[config.mk]
export PLATFORM = sky130hd
export DESIGN_NAME = simple_exec_seq
export DESIGN_NICKNAME = d
export VERILOG_FILES = /design/src/rtl/simple_exec_seq.sv
export SDC_FILE = /design/constraint.sdc
export NUM_CORES = 1
export LEC_CHECK = 0
export CORE_ASPECT_RATIO = 0.7
export CORE_MARGIN = 4
export CORE_UTILIZATION = 46
export DETAILED_ROUTE_END_ITERATION = 6
export PLACE_DENSITY = 0.89
export SYNTH_ARGS = -nofsm -noshare
export SYNTH_HDL_FRONTEND = slang
export SYNTH_SLANG_ARGS = --single-unit
[constraint.sdc]
create_clock -name clk_i -period 2.6 [get_ports clk_i]
set_clock_uncertainty 0.2 [all_clocks]
set_input_delay 0.52 -clock clk_i [delete_from_list [all_inputs] [get_ports clk_i]]
set_output_delay 0.52 -clock clk_i [all_outputs]
set_load 0.01 [all_outputs]
[src/rtl/simple_exec_seq.sv]
// Execution sequencer for the SIMPLE multi-cycle core.
// Generates one-hot phase strobes, handles run/single-step control,
// memory wait-state stretching with timeout, a PC breakpoint and a
// retired-instruction counter. All outputs come straight from flops.
module simple_exec_seq #(
    parameter int NPHASE   = 5,
    parameter int PC_W     = 16,
    parameter int WAIT_MAX = 15,
    parameter int CNT_W    = 16
) (
    input  logic              clk_i,
    input  logic              rst_ni,
    input  logic              run_mode_i,
    input  logic              exec_pulse_i,
    input  logic              halt_req_i,
    input  logic              mem_wait_i,
    input  logic              bp_en_i,
    input  logic [PC_W-1:0]   bp_addr_i,
    input  logic [PC_W-1:0]   pc_i,
    output logic [NPHASE-1:0] phase_o,
    output logic [3:0]        phase_idx_o,
    output logic              instr_done_o,
    output logic              running_o,
    output logic              halted_o,
    output logic              bp_hit_o,
    output logic              timeout_err_o,
    output logic [CNT_W-1:0]  instr_count_o
);

    typedef enum logic [1:0] {
        S_IDLE  = 2'd0,
        S_RUN   = 2'd1,
        S_STALL = 2'd2,
        S_HALT  = 2'd3
    } state_t;

    localparam int                LAST        = NPHASE - 1;
    localparam logic [NPHASE-1:0] PHASE_FIRST = {{(NPHASE-1){1'b0}}, 1'b1};
    localparam logic [NPHASE-1:0] PHASE_NONE  = {NPHASE{1'b0}};
    localparam logic [7:0]        WAIT_LIM    = 8'(WAIT_MAX);
    localparam logic [CNT_W-1:0]  CNT_ONE     = {{(CNT_W-1){1'b0}}, 1'b1};

    state_t              state_q, state_d;
    logic [NPHASE-1:0]   phase_q, phase_d;
    logic [3:0]          idx_q, idx_d;
    logic                done_q, done_d;
    logic                running_q, running_d;
    logic                halted_q, halted_d;
    logic                bp_hit_q, bp_hit_d;
    logic                to_q, to_d;
    logic [CNT_W-1:0]    cnt_q, cnt_d;
    logic                halt_lat_q, halt_lat_d;
    logic                stop_lat_q, stop_lat_d;
    logic [7:0]          wait_q, wait_d;

    logic                halt_eff_s;
    logic                stop_eff_s;
    logic                bp_match_s;
    logic [7:0]          wait_inc_s;
    logic [NPHASE-1:0]   phase_rot_s;

    // Requests that arrive in the boundary cycle itself count for that boundary.
    always_comb begin
        halt_eff_s  = halt_lat_q | halt_req_i;
        stop_eff_s  = stop_lat_q | (exec_pulse_i & run_mode_i);
        bp_match_s  = bp_en_i & (pc_i == bp_addr_i);
        wait_inc_s  = (state_q == S_STALL) ? (wait_q + 8'd1) : 8'd1;
        phase_rot_s = {phase_q[NPHASE-2:0], phase_q[LAST]};
    end

    // Next-state and next-output logic for the sequencer FSM.
    always_comb begin
        state_d    = state_q;
        phase_d    = phase_q;
        idx_d      = idx_q;
        done_d     = 1'b0;
        running_d  = running_q;
        halted_d   = halted_q;
        bp_hit_d   = bp_hit_q;
        to_d       = to_q;
        cnt_d      = cnt_q;
        halt_lat_d = halt_lat_q;
        stop_lat_d = stop_lat_q;
        wait_d     = wait_q;

        case (state_q)
            S_IDLE: begin
                if (exec_pulse_i) begin
                    state_d    = S_RUN;
                    phase_d    = PHASE_FIRST;
                    idx_d      = 4'd0;
                    running_d  = 1'b1;
                    bp_hit_d   = 1'b0;
                    to_d       = 1'b0;
                    halt_lat_d = 1'b0;
                    stop_lat_d = 1'b0;
                    wait_d     = 8'd0;
                end else begin
                    phase_d   = PHASE_NONE;
                    idx_d     = 4'd0;
                    running_d = 1'b0;
                end
            end

            S_RUN, S_STALL: begin
                if (halt_req_i) begin
                    halt_lat_d = 1'b1;
                end else begin
                    halt_lat_d = halt_lat_q;
                end
                if (exec_pulse_i && run_mode_i) begin
                    stop_lat_d = 1'b1;
                end else begin
                    stop_lat_d = stop_lat_q;
                end

                if (mem_wait_i) begin
                    if (wait_inc_s >= WAIT_LIM) begin
                        // Memory never answered: abandon the instruction.
                        state_d    = S_HALT;
                        phase_d    = PHASE_NONE;
                        idx_d      = 4'd0;
                        running_d  = 1'b0;
                        halted_d   = 1'b1;
                        to_d       = 1'b1;
                        wait_d     = 8'd0;
                        halt_lat_d = 1'b0;
                        stop_lat_d = 1'b0;
                    end else begin
                        state_d = S_STALL;
                        wait_d  = wait_inc_s;
                    end
                end else begin
                    state_d = S_RUN;
                    wait_d  = 8'd0;
                    if (phase_q[LAST]) begin
                        // Instruction boundary: retire and choose what comes next.
                        done_d     = 1'b1;
                        cnt_d      = cnt_q + CNT_ONE;
                        halt_lat_d = 1'b0;
                        stop_lat_d = 1'b0;
                        if (halt_eff_s) begin
                            state_d   = S_HALT;
                            phase_d   = PHASE_NONE;
                            idx_d     = 4'd0;
                            running_d = 1'b0;
                            halted_d  = 1'b1;
                        end else if (bp_match_s) begin
                            state_d   = S_IDLE;
                            phase_d   = PHASE_NONE;
                            idx_d     = 4'd0;
                            running_d = 1'b0;
                            bp_hit_d  = 1'b1;
                        end else if (stop_eff_s || !run_mode_i) begin
                            state_d   = S_IDLE;
                            phase_d   = PHASE_NONE;
                            idx_d     = 4'd0;
                            running_d = 1'b0;
                        end else begin
                            phase_d = PHASE_FIRST;
                            idx_d   = 4'd0;
                        end
                    end else begin
                        phase_d = phase_rot_s;
                        idx_d   = idx_q + 4'd1;
                    end
                end
            end

            S_HALT: begin
                phase_d   = PHASE_NONE;
                idx_d     = 4'd0;
                running_d = 1'b0;
                halted_d  = 1'b1;
            end

            default: begin
                state_d   = S_IDLE;
                phase_d   = PHASE_NONE;
                idx_d     = 4'd0;
                running_d = 1'b0;
            end
        endcase
    end

    // State and output registers with asynchronous clear.
    always_ff @(posedge clk_i or negedge rst_ni) begin
        if (!rst_ni) begin
            state_q    <= S_IDLE;
            phase_q    <= PHASE_NONE;
            idx_q      <= 4'd0;
            done_q     <= 1'b0;
            running_q  <= 1'b0;
            halted_q   <= 1'b0;
            bp_hit_q   <= 1'b0;
            to_q       <= 1'b0;
            cnt_q      <= {CNT_W{1'b0}};
            halt_lat_q <= 1'b0;
            stop_lat_q <= 1'b0;
            wait_q     <= 8'd0;
        end else begin
            state_q    <= state_d;
            phase_q    <= phase_d;
            idx_q      <= idx_d;
            done_q     <= done_d;
            running_q  <= running_d;
            halted_q   <= halted_d;
            bp_hit_q   <= bp_hit_d;
            to_q       <= to_d;
            cnt_q      <= cnt_d;
            halt_lat_q <= halt_lat_d;
            stop_lat_q <= stop_lat_d;
            wait_q     <= wait_d;
        end
    end

    assign phase_o       = phase_q;
    assign phase_idx_o   = idx_q;
    assign instr_done_o  = done_q;
    assign running_o     = running_q;
    assign halted_o      = halted_q;
    assign bp_hit_o      = bp_hit_q;
    assign timeout_err_o = to_q;
    assign instr_count_o = cnt_q;

endmodule

# Word-level counts from Yosys, hierarchy flattened
# Index checks and enable logic that the tools add are counted.
op_classes:
  add_sub_neg: 3
  order_cmp: 1
  n_eq_ne: 15
  n_mux: 59
  bitwise: 5
  n_reduce_logical: 14
op_table:
  columns: ["cell", "n"]
  rows:
  - ["$mux 1", 35]
  - ["$mux 8", 4]
  - ["$add 16x1->16 const B", 1]
  - ["$eq 16x16->1", 1]
  - ["$pmux 8 s2", 1]
  - ["$mux 5", 3]
  - ["$pmux 5 s3", 1]
  - ["$ne 2x2->1 const B", 7]
  - ["$mux 4", 3]
  - ["$pmux 1 s2", 5]
  - ["$ne 3x3->1 const B", 3]
  - ["$add 8x1->8 const B", 1]
  - ["$ge 8x4->1 const B", 1]
  - ["$mux 2", 4]
  - ["$pmux 4 s2", 1]
  - ["$reduce_and 4->1", 2]
  - ["$reduce_and 3->1", 2]
  - ["$reduce_and 6->1", 1]
  - ["$ne 5x5->1 const B", 1]
  - ["$add 4x1->4 const B", 1]
  - ["$eq 2x2->1 const B", 2]
  - ["$pmux 2 s2", 1]
  - ["$reduce_bool 2->1", 2]
  - ["$reduce_or 2->1", 2]
  - ["10 further kinds", 12]
word_totals:
  reg_bits: 42
  input_bits: 39
  elab_cells: 109

# Logic depth before layout (Yosys ltp)
# Gate-level depths: netlist of the first run.
logic_depth:
  depth_word: 9
  ltp_mapped: 9
  depth_no_buf: 8

# Worst setup path before layout of the first run
# No wires, ideal clock.
synth_timing:
  path_kind: "register to register"
  start: "register state_q[0]"
  end: "register cnt_q[11] (netlist: instr_count_o[11])"
  setup_time_ns: 0.125
  t_arrival_ns: 1.685
  slack_ns: 0.590
  stages_incl_launch_ff: 10
  n_path_buf: 1
  synth_period_minus_slack_ns: 2.010
  cell_sequence: "dfrtp_1 -> inv_1 -> ha_1 -> and3b_1 -> buf_6 -> nand4_4 -> nor2_1 -> and2_4 -> nand3_1 -> xnor2_1"
synth_between:
  elab_chain_len: 3
  elab_cells_between_ends: 4
  classes_between: "eq/ne (2); reduce/logical (2)"
synth_rtl:
  columns: ["item", "line", "rtl"]
  rows:
  - ["from (decl)", "43", "state_t state_q, state_d;"]
  - ["from (signal assigned)", "202", "state_q <= state_d;"]
  - ["$eq 2x2->1 / $eq 2x1->1 (equally long branches)", "86", "case (state_q)"]
  - ["$reduce_or 2->1 (*)", "86", null]
  - ["$reduce_and 3->1 (no source line) (*)", null, null]
  - ["to (signal assigned)", "197", "cnt_q <= {CNT_W{1'b0}};"]
  - ["to (signal assigned)", "210", "cnt_q <= cnt_d;"]
  - ["to (decl)", "51", "logic [CNT_W-1:0] cnt_q, cnt_d;"]
# Mark *: on every way between the ends. The rest lies on a longest branch, timed or not.
# A chain may end at the register's enable or synchronous reset.

# Worst setup path after layout of the first run
layout_timing:
  start: "register state_q[0]"
  end: "register cnt_q[15] (netlist: instr_count_o[15])"
# The elaborated chain is that of the path after synthesis.

==> results of run 1 <==
kinds of logic (layout without fill, tap and decap cells):
kind of cell / after synthesis / after routing / synth area share
AND/OR/NAND/NOR: 80 / 80 / 0.201
flip-flops: 42 / 42 / 0.487
AO/OA/AOI/OAI: 35 / 35 / 0.114
XOR/XNOR: 32 / 32 / 0.130
buffers and inverters: 10 / 89 / 0.0278
adder cells (fa/ha/maj): 6 / 6 / 0.0348
multiplexers: 1 / 1 / 0.00522
cell usage after synthesis (all sizes together), types with 2 or more instances:
cell	number
dfrtp	42
xnor2	26
nand2	19
nand3	16
nor2	14
o21ai	10
a21oi	9
and2	6
ha	6
inv	6
nand4	6
nor3	6
xor2	6
a22o	5
and3	4
a31oi	3
buf	3
or3	3
o22ai	2
sequential cells by signal, summed over array words and instances, names as in the netlist:
name,cells
phase_o,5
halt_lat_q,1
instr_done_o,1
state_q,2
timeout_err_o,1
stop_lat_q,1
wait_q,8
running_o,1
halted_o,1
bp_hit_o,1
instr_count_o,16
phase_idx_o,4
per-layer routing:
| metal | vias up | wire length, um | track usage |
|---|---|---|---|
| li1 | 887 | - | - |
| met1 | 845 | 2440 | 0.262 |
| met2 | 50 | 2350 | 0.293 |
| met3 | 7 | 338 | 0.0412 |
| met4 | 0 | 63 | 0.0574 |
| met5 | - | 0 | 0 |
power by group:
| group | switching, W | total (W) | internal, W |
|---|---|---|---|
| logic | 0.000409 | 0.000742 | 0.000333 |
| clock network | 0.000229 | 0.000512 | 0.000283 |
| registers | 0.0000838 | 0.000823 | 0.000739 |
layout make-up:
cell class,instances,share of cell area
tap,55,0.0227
sequential,42,0.347
multi-input combinational,154,0.345
timing repair buffer,75,0.241
clock buffer,5,0.0227
inverter,6,0.00744
clock inverter,3,0.0132
what timing repair did:
action                    in CTS  in global routing
gates resized for setup        0                  0
hold endpoints to repair      12                  0
hold buffers                   1                  0
metrics by stage:
step	power (W)	hold slack (ns)	area [um2]
global route	0.00220	0.318	3030
global placement	0.00154	0.223	2910
floorplan	0.00125	0.0244	2160
finish	0.00208	0.279	3030
CTS	0.00208	0.280	3030
detailed placement	0.00157	0.227	2910
worst min path at each step:
stage	startpoint	to	slack, ns	cells after the start
2_1_floorplan	rst_ni	bp_hit_o	0.02	0
3_3_place_gp	rst_ni	phase_o[3]	0.22	1
4_1_cts	instr_count_o[15]	instr_count_o[15]	0.28	1
5_1_grt	bp_hit_o	bp_hit_o	0.32	1
6_report	instr_count_o[15]	instr_count_o[15]	0.28	1
3_5_place_dp	rst_ni	phase_idx_o[2]	0.23	1
worst reg2reg max path, delay by kind of cell (launching register included):
family	cells	cell delay, ns
DFF	1	0.40
xor gates and xnor gates	1	0.13
and+or+nand+nor	5	1.03
buffers and inverters	1	0.09
adders and majority gates	1	0.43
==> results.py, run 1 <==
metrics = {
    "cells_and_area": {
        "final_core_utilization": 0.684,
        "mostFrequentLayoutCell": "clkdlybuf4s50_1",
        "diodes": 0,
        "final_nets": 329,
        "drive_gt1_frac": 0.109,
        "most-common-layout-cells": "clkdlybuf4s50_1, dfrtp_1, xnor2_1",
        "final_cells": 340,
        "n_fill_cell": 332,
        "area_growth_pct": 40.4,
        "regArea_mm2": 0.00105,
        "multiInputGateArea_mm2": 0.00105,
    },
    "detailed_routing": {
        "vias_per_cell": 5.26,
        "first_iter_violations": 139,
        "drtPass1Iterations": 4,
        "post_drt_wl_per_cell_um": 15.3,
        "num_vias": 1789,
        "ant_nets": 0,
        "route.detailed.drc": 0,
        "routed_wl_mm": 5.19,
    },
    "sta": {
        "max_freq_mhz": 419,
        "hold_viol": 0,
        "period_share": 0.918,
        "rsz0062_at_grt": "no",
        "timing.final.max_slew_violations": 0,
        "slew_headroom": 0.657,
        "setup-tns-final_ns": 0,
        "worst_pin_slew_ns": 0.511,
        "setup_viol_count_final": 0,
        "worst_slack_ns": 0.212,
        "final.min_clock_period_ns": 2.39,
    },
    "floorplanning": {
        "row_count": 20,
        "fp.coreArea_mm2": 0.00443,
        "die-area_mm2": 0.00587,
        "die_y_um": 65.3,
        "io_pins": 69,
        "fp.dieW_um": 89.8,
        "initial_utilization": 0.487,
    },
    "placement": {
        "port_buffers": 68,
        "dpl.hpwl_mm": 4.07,
        "placed_cells": 331,
        "dp_slack_ns": 0.131,
        "gp_congestion": 0.869,
    },
    "critical_path": {
        "worstPathRequired_ns": 2.59,
        "crit_chain": "inv_1 -> ha_1 -> and3b_1 -> nand4_4 -> nor2_1 -> and2_4 -> nand3_1 -> xnor2_1",
        "reg2reg_from": "state_q[0]",
        "crit_type": "flip-flop to flip-flop",
        "slowest_delay_ns": 0.43,
        "worst_r2r_endpoint": "instr_count_o[15]",
        "ff2ff_setup_slack_ns": 0.21,
        "critPathSlowestCell": "ha_1",
        "worstPathMaxFanout": 8,
        "cp.depth": 8,
        "start_kind": "flip-flop",
        "path_buf_inv": 1,
        "end_kind": "flip-flop",
        "startpoint": "state_q[0]",
        "arrival_ns": 2.38,
        "path_delay_family": "simple AND/OR/NAND/NOR gates",
        "rr_worst_depth": 8,
        "crit_path_end": "instr_count_o[15]",
    },
    "clock_network": {
        "post_cts_buffers": 0,
        "h-tree-depth": 2,
        "clk_pin_slew_worst_paths_ns": 0.08,
        "cts_tree": "done",
        "insertion_delay_ns": 0.30,
        "cts_root_buffer": "clkbuf_8",
        "cts_buffers": 5,
        "cts.sinks": 42,
        "clock_tree.buffer_depth": 2,
    },
    "logic_synthesis": {
        "synthFlopType": "dfrtp_1",
        "synthCells": 206,
        "yosysTopAreaCell": "dfrtp_1",
        "synth_fp_nets": 251,
        "synth_enable_flop_cells": 0,
        "syn_area_mm2": 0.00216,
        "yosysWarnings": 0,
        "yosys-top-cells-area": "dfrtp_1, xnor2_1, nand3_1, ha_1, nand2_1",
        "seq_area_frac_synth": 0.487,
        "yosysUniqueCellTypes": 41,
        "synth_top_area_frac": 0.487,
        "ys_seq_elements": 42,
        "synth.avg_cell_area_um2": 10.5,
        "async_flop_share": 1.00,
    },
    "global_routing": {
        "grt_pass1_wl_mm": 8.69,
        "grt_pass1_vias": 1752,
        "gr-total-overflow": 0,
        "grt_usage": 0.187,
        "antenna_found_initial": 0,
        "grt_max_degree": 20,
    },
    "power": {
        "power_leakage_nw": 1.34,
        "power_density_mw_per_mm2": 686,
        "vdd_drop_max_uv": 419,
    },
    "min_path": {
        "hold_class": "flip-flop to flip-flop",
    },
    "run_status": {
        "status": "complete, no violations",
    },
    "run": {
        "maxCapViolations": 0,
    },
}
Power figures use the tool's default switching activity.
==> inputs of run 2 (changes only) <==
- CTS_CLUSTER_DIAMETER: default -> 80
- SETUP_SLACK_MARGIN: default -> 0.05
==> results.py, run 2 (same netlist as run 1, synthesis figures left out) <==
metrics = {
    "sta": {
        "worst_pin_slew_ns": 0.513,
        "worst_slack_ns": 0.292,
        "final.min_clock_period_ns": 2.31,
        "setup_viol_count_final": 0,
        "hold_viol": 0,
        "period_share": 0.888,
        "slew_headroom": 0.655,
        "setup-tns-final_ns": 0,
        "rsz0062_at_grt": "no",
        "timing.final.max_slew_violations": 0,
        "max_freq_mhz": 433,
    },
    "run": {
        "maxCapViolations": 0,
    },
    "critical_path": {
        "end_kind": "flip-flop",
        "cp.depth": 7,
        "critPathSlowestCell": "dfrtp_1",
        "worst_r2r_endpoint": "wait_q[2]",
        "crit_path_end": "wait_q[2]",
        "crit_chain": "ha_1 -> a311o_1 -> a32oi_2 -> nand2_2 -> nor2_4 -> nand2_1 -> o21ai_0",
        "worstPathRequired_ns": 2.61,
        "slowest_delay_ns": 0.43,
        "path_delay_family": "compound AO/OA/AOI/OAI gates",
        "worstPathMaxFanout": 11,
        "ff2ff_setup_slack_ns": 0.29,
        "startpoint": "wait_q[0]",
        "crit_type": "flip-flop to flip-flop",
        "arrival_ns": 2.32,
        "start_kind": "flip-flop",
        "path_buf_inv": 0,
        "rr_worst_depth": 7,
        "reg2reg_from": "wait_q[0]",
    },
    "clock_network": {
        "cts_buffers": 5,
        "clock_tree.buffer_depth": 2,
        "h-tree-depth": 2,
        "clk_pin_slew_worst_paths_ns": 0.08,
        "cts_root_buffer": "clkbuf_8",
        "cts_tree": "done",
        "cts.sinks": 42,
        "insertion_delay_ns": 0.30,
        "post_cts_buffers": 0,
    },
    "placement": {
        "dpl.hpwl_mm": 4.07,
        "dp_slack_ns": 0.131,
        "dpl_cell_area_mm2": 0.00291,
        "gp_congestion": 0.869,
        "placed_cells": 331,
        "port_buffers": 68,
    },
    "power": {
        "power_density_mw_per_mm2": 685,
        "vdd_drop_max_uv": 417,
        "netSwitchingFraction": 0.347,
        "sequentialPowerShare": 0.397,
        "power_leakage_nw": 1.34,
        "combPwrFrac": 0.358,
        "p_clk_frac": 0.245,
        "switchingPower_w": 0.000719,
        "finalPower_w": 0.00207,
        "p_int_w": 0.00135,
    },
    "detailed_routing": {
        "vias_per_cell": 5.25,
        "drtPass1Iterations": 4,
        "routed_wl_mm": 5.19,
        "route.detailed.drc": 0,
        "num_vias": 1785,
        "first_iter_violations": 130,
        "post_drt_wl_per_cell_um": 15.3,
        "ant_nets": 0,
    },
    "min_path": {
        "hold_class": "flip-flop to flip-flop",
        "holdPathStages": 1,
    },
    "global_routing": {
        "antenna_found_initial": 0,
        "grt_max_degree": 20,
        "grt_pass1_wl_mm": 8.69,
        "grt_pass1_vias": 1752,
        "gr-total-overflow": 0,
        "grt_usage": 0.187,
    },
    "floorplanning": {
        "fp.coreArea_mm2": 0.00443,
        "die_y_um": 65.3,
        "fp.dieW_um": 89.8,
        "row_count": 20,
        "io_pins": 69,
        "die-area_mm2": 0.00587,
        "initial_utilization": 0.487,
    },
    "cells_and_area": {
        "area_growth_pct": 40.4,
        "diodes": 0,
        "final_cell_area_mm2": 0.00303,
        "drive_gt1_frac": 0.112,
        "most-common-layout-cells": "clkdlybuf4s50_1, dfrtp_1, xnor2_1",
        "final_cells": 340,
        "final_nets": 329,
        "mostFrequentLayoutCell": "clkdlybuf4s50_1",
        "n_fill_cell": 332,
        "largest_reg_flops": 16,
    },
    "run_status": {
        "status": "complete, no violations",
    },
}
[run 2: cell counts in the layout (fill, tap and decap cells not counted)]
Identical to the previous run, type by type.
[run 2: through the flow]
stage / hold slack, ns / utilization
2_1_floorplan: 0.0244 / -
3_3_place_gp: 0.223 / 0.657
3_5_place_dp: 0.227 / 0.657
4_1_cts: 0.280 / 0.684
5_1_grt: 0.318 / 0.684
6_report: 0.279 / 0.684
[run 2: final cells by class]
type | count | area (um2) | share of cell area
clock buffer | 5 | 68.8 | 0.0227
tap | 55 | 68.8 | 0.0227
clock inverter | 3 | 40.0 | 0.0132
inverter | 6 | 22.5 | 0.00743
timing repair buffer | 75 | 731 | 0.241
sequential | 42 | 1050 | 0.347
multi-input combinational | 154 | 1050 | 0.346
[run 2: worst min path at each step]
stage,to,slack (ns),from
5_1_grt,bp_hit_o,0.32,bp_hit_o
4_1_cts,instr_count_o[15],0.28,instr_count_o[15]
3_3_place_gp,phase_o[3],0.22,rst_ni
3_5_place_dp,phase_idx_o[2],0.23,rst_ni
6_report,instr_count_o[15],0.28,instr_count_o[15]
2_1_floorplan,bp_hit_o,0.02,rst_ni
[run 2: power groups by stage]
stage          registers [W]  logic, W  clock network, W
3_5_place_dp        0.000836  0.000733                 0
3_3_place_gp        0.000829  0.000716                 0
4_1_cts             0.000823  0.000736          0.000518
2_1_floorplan       0.000840  0.000414                 0
6_report            0.000824  0.000741          0.000509
5_1_grt             0.000839  0.000817          0.000544
[run 2: timing repair]
action / CTS / global route
hold buffers: 1 / 0
resized for setup: 0 / 1
hold endpoints to repair: 12 / 0
endpoints found under the setup margin: 0 / 2
[run 2: layer usage]
layer / global-route usage / up-vias / wire [um]
met4: 0.0574 / 0 / 63
met5: 0 / - / 0
met3: 0.0412 / 7 / 306
met1: 0.262 / 847 / 2460
li1: - / 885 / -
met2: 0.293 / 46 / 2360
